--- config.mk ---
export PLATFORM = sky130hd
export DESIGN_NAME = reg_bank_wb
export DESIGN_NICKNAME = d
export VERILOG_FILES = /design/src/rtl/reg_bank_wb_pkg.sv /design/src/rtl/reg_dump_seq.sv /design/src/rtl/reg_bank_wb.sv
export SDC_FILE = /design/constraint.sdc
export NUM_CORES = 2
export LEC_CHECK = 0
export CORE_ASPECT_RATIO = 0.6
export CORE_MARGIN = 8
export CORE_UTILIZATION = 45
export CTS_BUF_LIST = sky130_fd_sc_hd__clkbuf_16
export CTS_CLUSTER_SIZE = 14
export DETAILED_ROUTE_END_ITERATION = 8
export MAX_ROUTING_LAYER = met4
export PLACE_DENSITY = 0.62
export SYNTH_ARGS = -nofsm -noshare
export SYNTH_HDL_FRONTEND = slang
export SYNTH_HIERARCHICAL = 1
export SYNTH_SLANG_ARGS = --single-unit
--- constraint.sdc ---
create_clock -name clk -period 4.95 [get_ports clk]
set_input_delay 1.2375 -clock clk [delete_from_list [all_inputs] [get_ports clk]]
set_output_delay 1.2375 -clock clk [all_outputs]
set_load 0.01 [all_outputs]
--- src/rtl/reg_bank_wb_pkg.sv ---
// Shared MIPS datapath constants: architectural register indices, the reset
// value of $sp and the state encoding of the register-dump sequencer.
package reg_bank_wb_pkg;

  localparam logic [4:0]  REG_ZERO = 5'd0;
  localparam logic [4:0]  REG_SP   = 5'd29;
  localparam logic [4:0]  REG_RA   = 5'd31;

  localparam logic [31:0] SP_INIT_DEFAULT = 32'd227;

  typedef enum logic [1:0] {
    DUMP_IDLE = 2'd0,
    DUMP_SEND = 2'd1,
    DUMP_DONE = 2'd2
  } dump_state_t;

endpackage

--- src/rtl/reg_dump_seq.sv ---
// Debug dump sequencer: walks register indices 0..31 over a valid/ready port,
// reading the bank through a dedicated unbypassed read port.
module reg_dump_seq
  import reg_bank_wb_pkg::*;
#(
  parameter int unsigned WIDTH = 32
) (
  input  logic             clk,
  input  logic             reset,
  input  logic             start,
  input  logic             ready,
  input  logic [WIDTH-1:0] rd_data,
  output logic [4:0]       rd_addr,
  output logic             valid,
  output logic [4:0]       addr,
  output logic [WIDTH-1:0] data,
  output logic             busy
);

  dump_state_t state, state_next;
  logic [4:0]  idx, idx_next;

  always_ff @(posedge clk or negedge reset) begin
    if (!reset) begin
      state <= DUMP_IDLE;
      idx   <= '0;
    end else begin
      state <= state_next;
      idx   <= idx_next;
    end
  end

  always_comb begin
    state_next = state;
    idx_next   = idx;
    valid      = 1'b0;
    busy       = 1'b0;
    unique case (state)
      DUMP_IDLE: begin
        if (start) begin
          state_next = DUMP_SEND;
          idx_next   = '0;
        end
      end
      DUMP_SEND: begin
        valid = 1'b1;
        busy  = 1'b1;
        if (ready) begin
          idx_next = idx + 5'd1;
          if (idx == REG_RA) state_next = DUMP_DONE;
        end
      end
      DUMP_DONE: begin
        busy       = 1'b1;
        state_next = DUMP_IDLE;
      end
      default: state_next = DUMP_IDLE;
    endcase
  end

  // Beat data is a live read, so a write to reg[idx] while stalled shows up.
  assign rd_addr = idx;
  assign addr    = valid ? idx : '0;
  assign data    = valid ? rd_data : '0;

endmodule

--- src/rtl/reg_bank_wb.sv ---
// 32x32 MIPS general-purpose register bank with two combinational read ports,
// optional write-through bypass and a debug dump port.
module reg_bank_wb
  import reg_bank_wb_pkg::*;
#(
  parameter int unsigned      WIDTH   = 32,
  parameter logic [WIDTH-1:0] SP_INIT = WIDTH'(SP_INIT_DEFAULT),
  parameter bit               BYPASS  = 1'b1
) (
  input  logic             clk,
  input  logic             reset,
  input  logic [4:0]       rd_addr_a,
  input  logic [4:0]       rd_addr_b,
  output logic [WIDTH-1:0] rd_data_a,
  output logic [WIDTH-1:0] rd_data_b,
  input  logic             wr_en,
  input  logic [4:0]       wr_addr,
  input  logic [WIDTH-1:0] wr_data,
  input  logic             dbg_start,
  output logic             dbg_valid,
  input  logic             dbg_ready,
  output logic [4:0]       dbg_addr,
  output logic [WIDTH-1:0] dbg_data,
  output logic             dbg_busy
);

  logic [WIDTH-1:0] regs [32];
  logic [4:0]       dump_addr;
  logic [WIDTH-1:0] dump_data;
  logic             wr_live;

  assign wr_live = wr_en && (wr_addr != REG_ZERO);

  always_ff @(posedge clk or negedge reset) begin
    if (!reset) begin
      for (int unsigned i = 0; i < 32; i++) begin
        regs[i[4:0]] <= (i[4:0] == REG_SP) ? SP_INIT : '0;
      end
    end else if (wr_live) begin
      regs[wr_addr] <= wr_data;
    end
  end

  always_comb begin
    rd_data_a = (rd_addr_a == REG_ZERO) ? '0 : regs[rd_addr_a];
    if (BYPASS && wr_live && (wr_addr == rd_addr_a)) rd_data_a = wr_data;
  end

  always_comb begin
    rd_data_b = (rd_addr_b == REG_ZERO) ? '0 : regs[rd_addr_b];
    if (BYPASS && wr_live && (wr_addr == rd_addr_b)) rd_data_b = wr_data;
  end

  // Dump port sees stored contents only; reg 0 is never written so it reads 0.
  assign dump_data = regs[dump_addr];

  reg_dump_seq #(
    .WIDTH(WIDTH)
  ) u_dump (
    .clk    (clk),
    .reset  (reset),
    .start  (dbg_start),
    .ready  (dbg_ready),
    .rd_data(dump_data),
    .rd_addr(dump_addr),
    .valid  (dbg_valid),
    .addr   (dbg_addr),
    .data   (dbg_data),
    .busy   (dbg_busy)
  );

endmodule

Word level (Yosys, flattened, before mapping)
Index checks and enable logic that the tools add are counted.

operators by class
  add/subtract/negate cells = 1
  order comparisons = 5
  equality and inequality tests = 8
  muxes and demuxes = 27
  bitwise logic cells = 4
  reductions and logical operators = 12

operators by type and width
  kind                 number
  $bwmux 1024          1
  $bmux 32 s5          3
  $mux 32              12
  $demux 32 s5         1
  $ge 6x6->1 const B   4
  $not 5->6            4
  $mux 5               3
  $eq 5x5->1           2
  $logic_not 5->1      2
  $pmux 5 s2           1
  $lt 6x1->1 const B   1
  $mux 2               3
  $reduce_and 3->1     2
  $add 5x1->5 const B  1
  $eq 5x5->1 const B   1
  $reduce_bool 5->1    1
  $logic_and 1x1->1    4
  $ne 2x2->1 const B   2
  $pmux 2 s2           1
  $eq 2x1->1 const B   1
  $eq 2x2->1 const B   1
  $logic_not 2->1      1
  $mux 1               2
  $ne 2x1->1 const B   1
  other kinds (2)      2

word-level totals
  register bits after elaboration = 1031
  input port bits = 52
  output and inout port bits = 103
  logic and storage cells = 91

Depth between registers and ports, before layout
  word-level depth = 6
  mapped depth = 10
  depth with buffers taken out = 6

By module
The synthesis kept the hierarchy.

modules (own cells, without submodules)
  module        times used  cells an instance  area each (sq um)  sequential area each (sq um)
  reg_bank_wb   1           4479               63339.5            25630.8
  reg_dump_seq  1           84                 700.7              175.2

Worst setup path before layout
Ideal clock, no wire load.

  kind = input to output
  start point = input port rd_addr_b[0]
  end point = output port rd_data_b[11]
  arrival time = 3004 ps
  required time = 3713 ps
  slack = 709 ps
  stages on the path = 7
  path buffers = 3
  cells stage by stage = buf_2 > buf_2 > buf_2 > mux4_2 > mux2i_1 > o211ai_1 > a32o_1

between the ends
  word-level cells in the longest chain between the ends = 6
  elaborated cells on any way between the ends = 9
  classes of those cells = 1 x eq/ne; 5 x mux; 1 x bitwise; 2 x reduce/logical

RTL lines
  item                                         RTL line           source
  start, declared                              reg_bank_wb.sv:13  input logic [4:0] rd_addr_b,
  $not 5->6 (not written as such)              reg_bank_wb.sv:50  rd_data_b = (rd_addr_b == REG_ZERO) ? '0 : regs[rd_addr_b];
  $bmux 32 s5                                  reg_bank_wb.sv:50
  $mux 32 (not written as such) (2 in series)  reg_bank_wb.sv:50
  $mux 32                                      reg_bank_wb.sv:50
  $mux 32 (*)                                  reg_bank_wb.sv:51  if (BYPASS && wr_live && (wr_addr == rd_addr_b)) rd_data_b = wr_data;
  end, declared                                reg_bank_wb.sv:15  output logic [WIDTH-1:0] rd_data_b,

Every way passes the cells marked *; elsewhere a longest branch is shown, timed or not. The select of a mux whose other input is x is not followed.

Final worst setup path
  start point = input port wr_addr[2]
  end point = output port rd_data_b[2]

between the ends
  word-level cells in the longest chain between the ends = 4
  elaborated cells on any way between the ends = 5
  classes of those cells = 1 x eq/ne; 1 x mux; 3 x reduce/logical

RTL lines
  item                   RTL line           source
  start, declared        reg_bank_wb.sv:17  input logic [4:0] wr_addr,
  $reduce_bool 5->1      reg_bank_wb.sv:32  assign wr_live = wr_en && (wr_addr != REG_ZERO);
  $logic_and 1x1->1      reg_bank_wb.sv:32
  $logic_and 1x1->1 (*)  reg_bank_wb.sv:51
  $mux 32 (*)            reg_bank_wb.sv:51

Every way passes the cells marked *; elsewhere a longest branch is shown, timed or not.

==> impl_metrics.py <==
metrics = {
    "outcome": {
        "outcome": "finished, violations left",
        "violations": "setup timing",
    },
    "drt": {
        "drt_pass1_iterations": 6,
        "routed_via_density": 7.094,
        "met1_length_um": 105300,
        "dr_wl_met3_um": 37300,
        "top_layer_used": "met4",
        "post-route-drc-count": 0,
        "ant_nets": 0,
        "num_vias": 47920,
        "routed_wl_um": 259900,
        "wl_met2_um": 106200,
        "drtIter0Drc": 7193,
        "routedWlPerCell_um": 38.47,
    },
    "synth": {
        "synth.avg_cell_area_sq_um": 14.03,
        "synthFlopType": "dfrtp_1",
        "synth-edff-count": 0,
        "ys_seq_elements": 1031,
        "async_flop_share_pct": 100.0,
        "syn_nets": 4621,
        "netlist_area_sq_um": 64040,
        "ys_types": 48,
        "yosysSeqAreaShare_pct": 40.30,
        "synthCells": 4563,
        "ys_warn_count": 6,
    },
    "clock_tree": {
        "postCtsHoldBufs": 0,
        "clockBufferDepth": 3,
        "clkSinkCount": 1031,
        "clk_pin_slew_ns": 0.07,
        "cts_tree": "built",
        "insertion_delay_ns": 0.73,
        "cts_buffers": 102,
        "htreeDepth": 3,
        "root_buffer": "clkbuf_16",
    },
    "worst_setup_path": {
        "rr_endpoint": "u_dump/state[1]$_DFFE_PN0P_",
        "path_class": "primary input to primary output",
        "worstSetupStartpointType": "primary input",
        "r2r_start": "u_dump/rd_addr[3]$_DFFE_PN0P_",
        "worst_r2r_path_depth": 6,
        "endpoint_kind": "primary output",
        "crit_start": "wr_addr[2]",
        "reg2reg_slack_ns": 2.80,
        "crit_end": "rd_data_b[2]",
        "arrival_ns": 3.88,
        "cp_max_fo": 7,
        "cp.required_ns": 3.71,
    },
    "power": {
        "p_clk_share_pct": 26.0,
        "p_int_w": 0.02002,
        "netSwitchingPower_w": 0.009727,
        "swShare_pct": 32.70,
        "pwr-share-seq_pct": 39.7,
        "total_power_w": 0.02975,
        "comb_power_share_pct": 34.3,
        "leakage_nw": 32.82,
        "vdd_drop_max_mv": 0.3240,
        "powerDensity_nw_per_um2": 394.7,
    },
    "sta": {
        "slew_violations": 0,
        "setup_tns_ns": -0.3406,
        "setup_viol": 4,
        "layout_min_cycle_time_ns": 5.122,
        "fmax_mhz": 195.2,
        "max-slew-margin-rel_pct": 14.89,
        "setup_ws_ns": -0.1718,
        "rsz0062_at_grt": "true",
        "worstMarginPinSlew_ns": 1.274,
        "skew_ns": 0.002529,
        "min_period_over_period_pct": 103.5,
        "finalHoldViolCount": 0,
    },
    "placed_design": {
        "postPlaceCellArea_sq_um": 70910,
        "hpwlAfterDp_um": 160500,
        "routabilityCongestion": 0.9180,
        "port_buffers": 154,
    },
    "flow_run": {
        "maxCapViolCount": 0,
    },
    "hold_path": {
        "hold_class": "register to register",
        "min-delay-start": "regs[1007]$_DFFE_PN0P_",
    },
    "global_route": {
        "grt_max_degree": 93,
        "antenna_found_initial": 12,
        "grt_pass1_wl_um": 368300,
        "grt_pass1_vias": 47640,
        "grt_usage_pct": 33.77,
        "grt_overflow": 0,
    },
    "floorplan": {
        "core_sq_um": 141600,
        "num_rows": 107,
        "start_util_pct": 45.21,
        "die_h_um": 308.2,
        "die_area_sq_um": 155000,
        "die_w_um": 503.0,
        "io_pins": 155,
    },
    "finish": {
        "multi_input_area_sq_um": 36550,
        "layout.area.seq_sq_um": 25820,
        "fin_area_sq_um": 75370,
        "fillers": 11710,
        "nets": 4812,
        "utilization_pct": 53.21,
        "drive_gt1_share_pct": 50.35,
        "syn2layout_area_growth_pct": 17.69,
    },
}
==> power groups by stage <==
| stage | registers, W | clock network, W | logic (W) |
|---|---|---|---|
| finish | 0.0118 | 0.00774 | 0.0102 |
| global placement | 0.0118 | 0 | 0.00918 |
| CTS | 0.0117 | 0.00781 | 0.0100 |
| floorplan | 0.0112 | 0 | 0.00663 |
| global route | 0.0120 | 0.00817 | 0.0107 |
| detailed placement | 0.0119 | 0 | 0.00930 |
==> what timing repair did <==
action,CTS,global route
buffers inserted,34,11
setup endpoints to repair,89,66
cloned,9,2
pin swaps,10,18
resized for setup,117,91
==> sequential cells by signal, summed over array words and instances (netlist names) <==
name	flops
regs	1024
u_dump/state	2
u_dump/rd_addr	5
==> placed cells by master, fill, tap and decap left out, types with 25 or more instances in the layout <==
| cell | n |
|---|---|
| mux2_2 | 1081 |
| dfrtp_1 | 1021 |
| mux4_2 | 608 |
| mux2i_1 | 492 |
| buf_4 | 298 |
| buf_12 | 146 |
| a22oi_1 | 133 |
| nand2_1 | 113 |
| clkbuf_16 | 107 |
| a21oi_1 | 77 |
| clkdlybuf4s50_1 | 54 |
| nand3_1 | 53 |
| a22o_1 | 48 |
| a221oi_1 | 41 |
| dlymetal6s2s_1 | 40 |
| o21ai_0 | 39 |
| and2_1 | 36 |
| dlygate4sd2_1 | 33 |
| inv_1 | 32 |
| nor2_1 | 26 |
| o22ai_1 | 25 |
| clkinv_1 | 25 |
==> layer usage <==
layer	GRT usage [%]	up-vias
met3	13.48	711
met1	46.70	25280
met4	11.73	0
li1	-	18350
met2	44.89	3583
met5	-	-
==> critical path, stage by stage <==
cell and delay [ns]:
clkdlybuf4s50_1 0.44, or3_4 0.43, o21ai_2 0.19, o31a_4 0.18
buf_12 0.20, buf_4 0.16, o221ai_1 0.12, o21ai_2 0.24
buf_4 0.14, clkdlybuf4s50_1 0.54
==> synth_stat cells, types with 2 or more instances <==
cell type  number  area share [%]
buf_6           7            0.12
inv_1           5           0.029
buf_2         112            0.88
a21oi_1        77            0.60
mux2_2       1085              19
buf_1          69            0.40
nand3b_1        5           0.059
a221oi_1       51            0.70
nand3_1        55            0.43
or2_2           2           0.020
xnor2_1        10            0.14
nand4_1        12            0.12
o22ai_1        26            0.25
buf_4          29            0.34
and2_1         40            0.39
a32o_1         25            0.39
and3_1          2           0.020
nand2_1       129            0.76
nor2b_1         8           0.078
nor3b_1         4           0.047
a22oi_1       133             1.6
mux2i_1       493             7.7
clkbuf_1      318             1.9
o221ai_1       15            0.21
nor3_1          3           0.023
or3_1           3           0.029
nand2b_1        4           0.039
dfstp_2         5            0.21
nor2_1         50            0.29
a221o_1         3           0.047
a31oi_1         2           0.020
o211ai_1       11            0.13
a211oi_1       21            0.25
dfrtp_1      1026              40
mux4_2        608              21
o21ai_0        48            0.38
ha_1            6            0.12
a22o_1         51            0.70
==> cells by family (layout without fill, tap and decap cells) <==
group	Yosys count	after routing	share of synthesized area, %
flip-flops	1031	1031	40.30
multiplexers	2186	2186	48.17
XOR/XNOR	10	10	0.1368
other	0	6	0
adder cells (fa/ha/maj)	6	6	0.1172
buffers and inverters	542	821	3.650
AO/OA/AOI/OAI	465	465	5.250
AND/OR/NAND/NOR	323	323	2.384
==> area by class of cell <==
class	instances	share of cell area (%)
repair buffers	623	9.854
multi-input cells	2990	48.49
well taps	1907	3.166
clock inverters	87	0.6856
flip-flops and latches	1031	34.26
diodes	6	0.01992
clock buffers	105	3.486
inverters	6	0.03320
==> worst min path at each step <==
| stage | endpoint | cells after the start |
|---|---|---|
| 3_5_place_dp | regs[1004]$_DFFE_PN0P_ | 0 |
| 5_1_grt | regs[1000]$_DFFE_PN0P_ | 0 |
| 2_1_floorplan | regs[1000]$_DFFE_PN0P_ | 1 |
| 3_3_place_gp | regs[1006]$_DFFE_PN0P_ | 0 |
| 6_report | regs[1007]$_DFFE_PN0P_ | 0 |
| 4_1_cts | regs[1004]$_DFFE_PN0P_ | 0 |
==> metrics by stage <==
step,std cells,setup slack [ns],hold slack [ns]
final,6755,-0.1718,0.4277
after global routing,6755,-0.1866,0.4337
after CTS,6736,-0.2149,0.4208
after detailed placement,6501,-0.5706,0.4065
after global placement,6501,-0.5672,0.4004
after floorplan,4563,0.7085,0.4580
(Power assumes the default switching activity.)
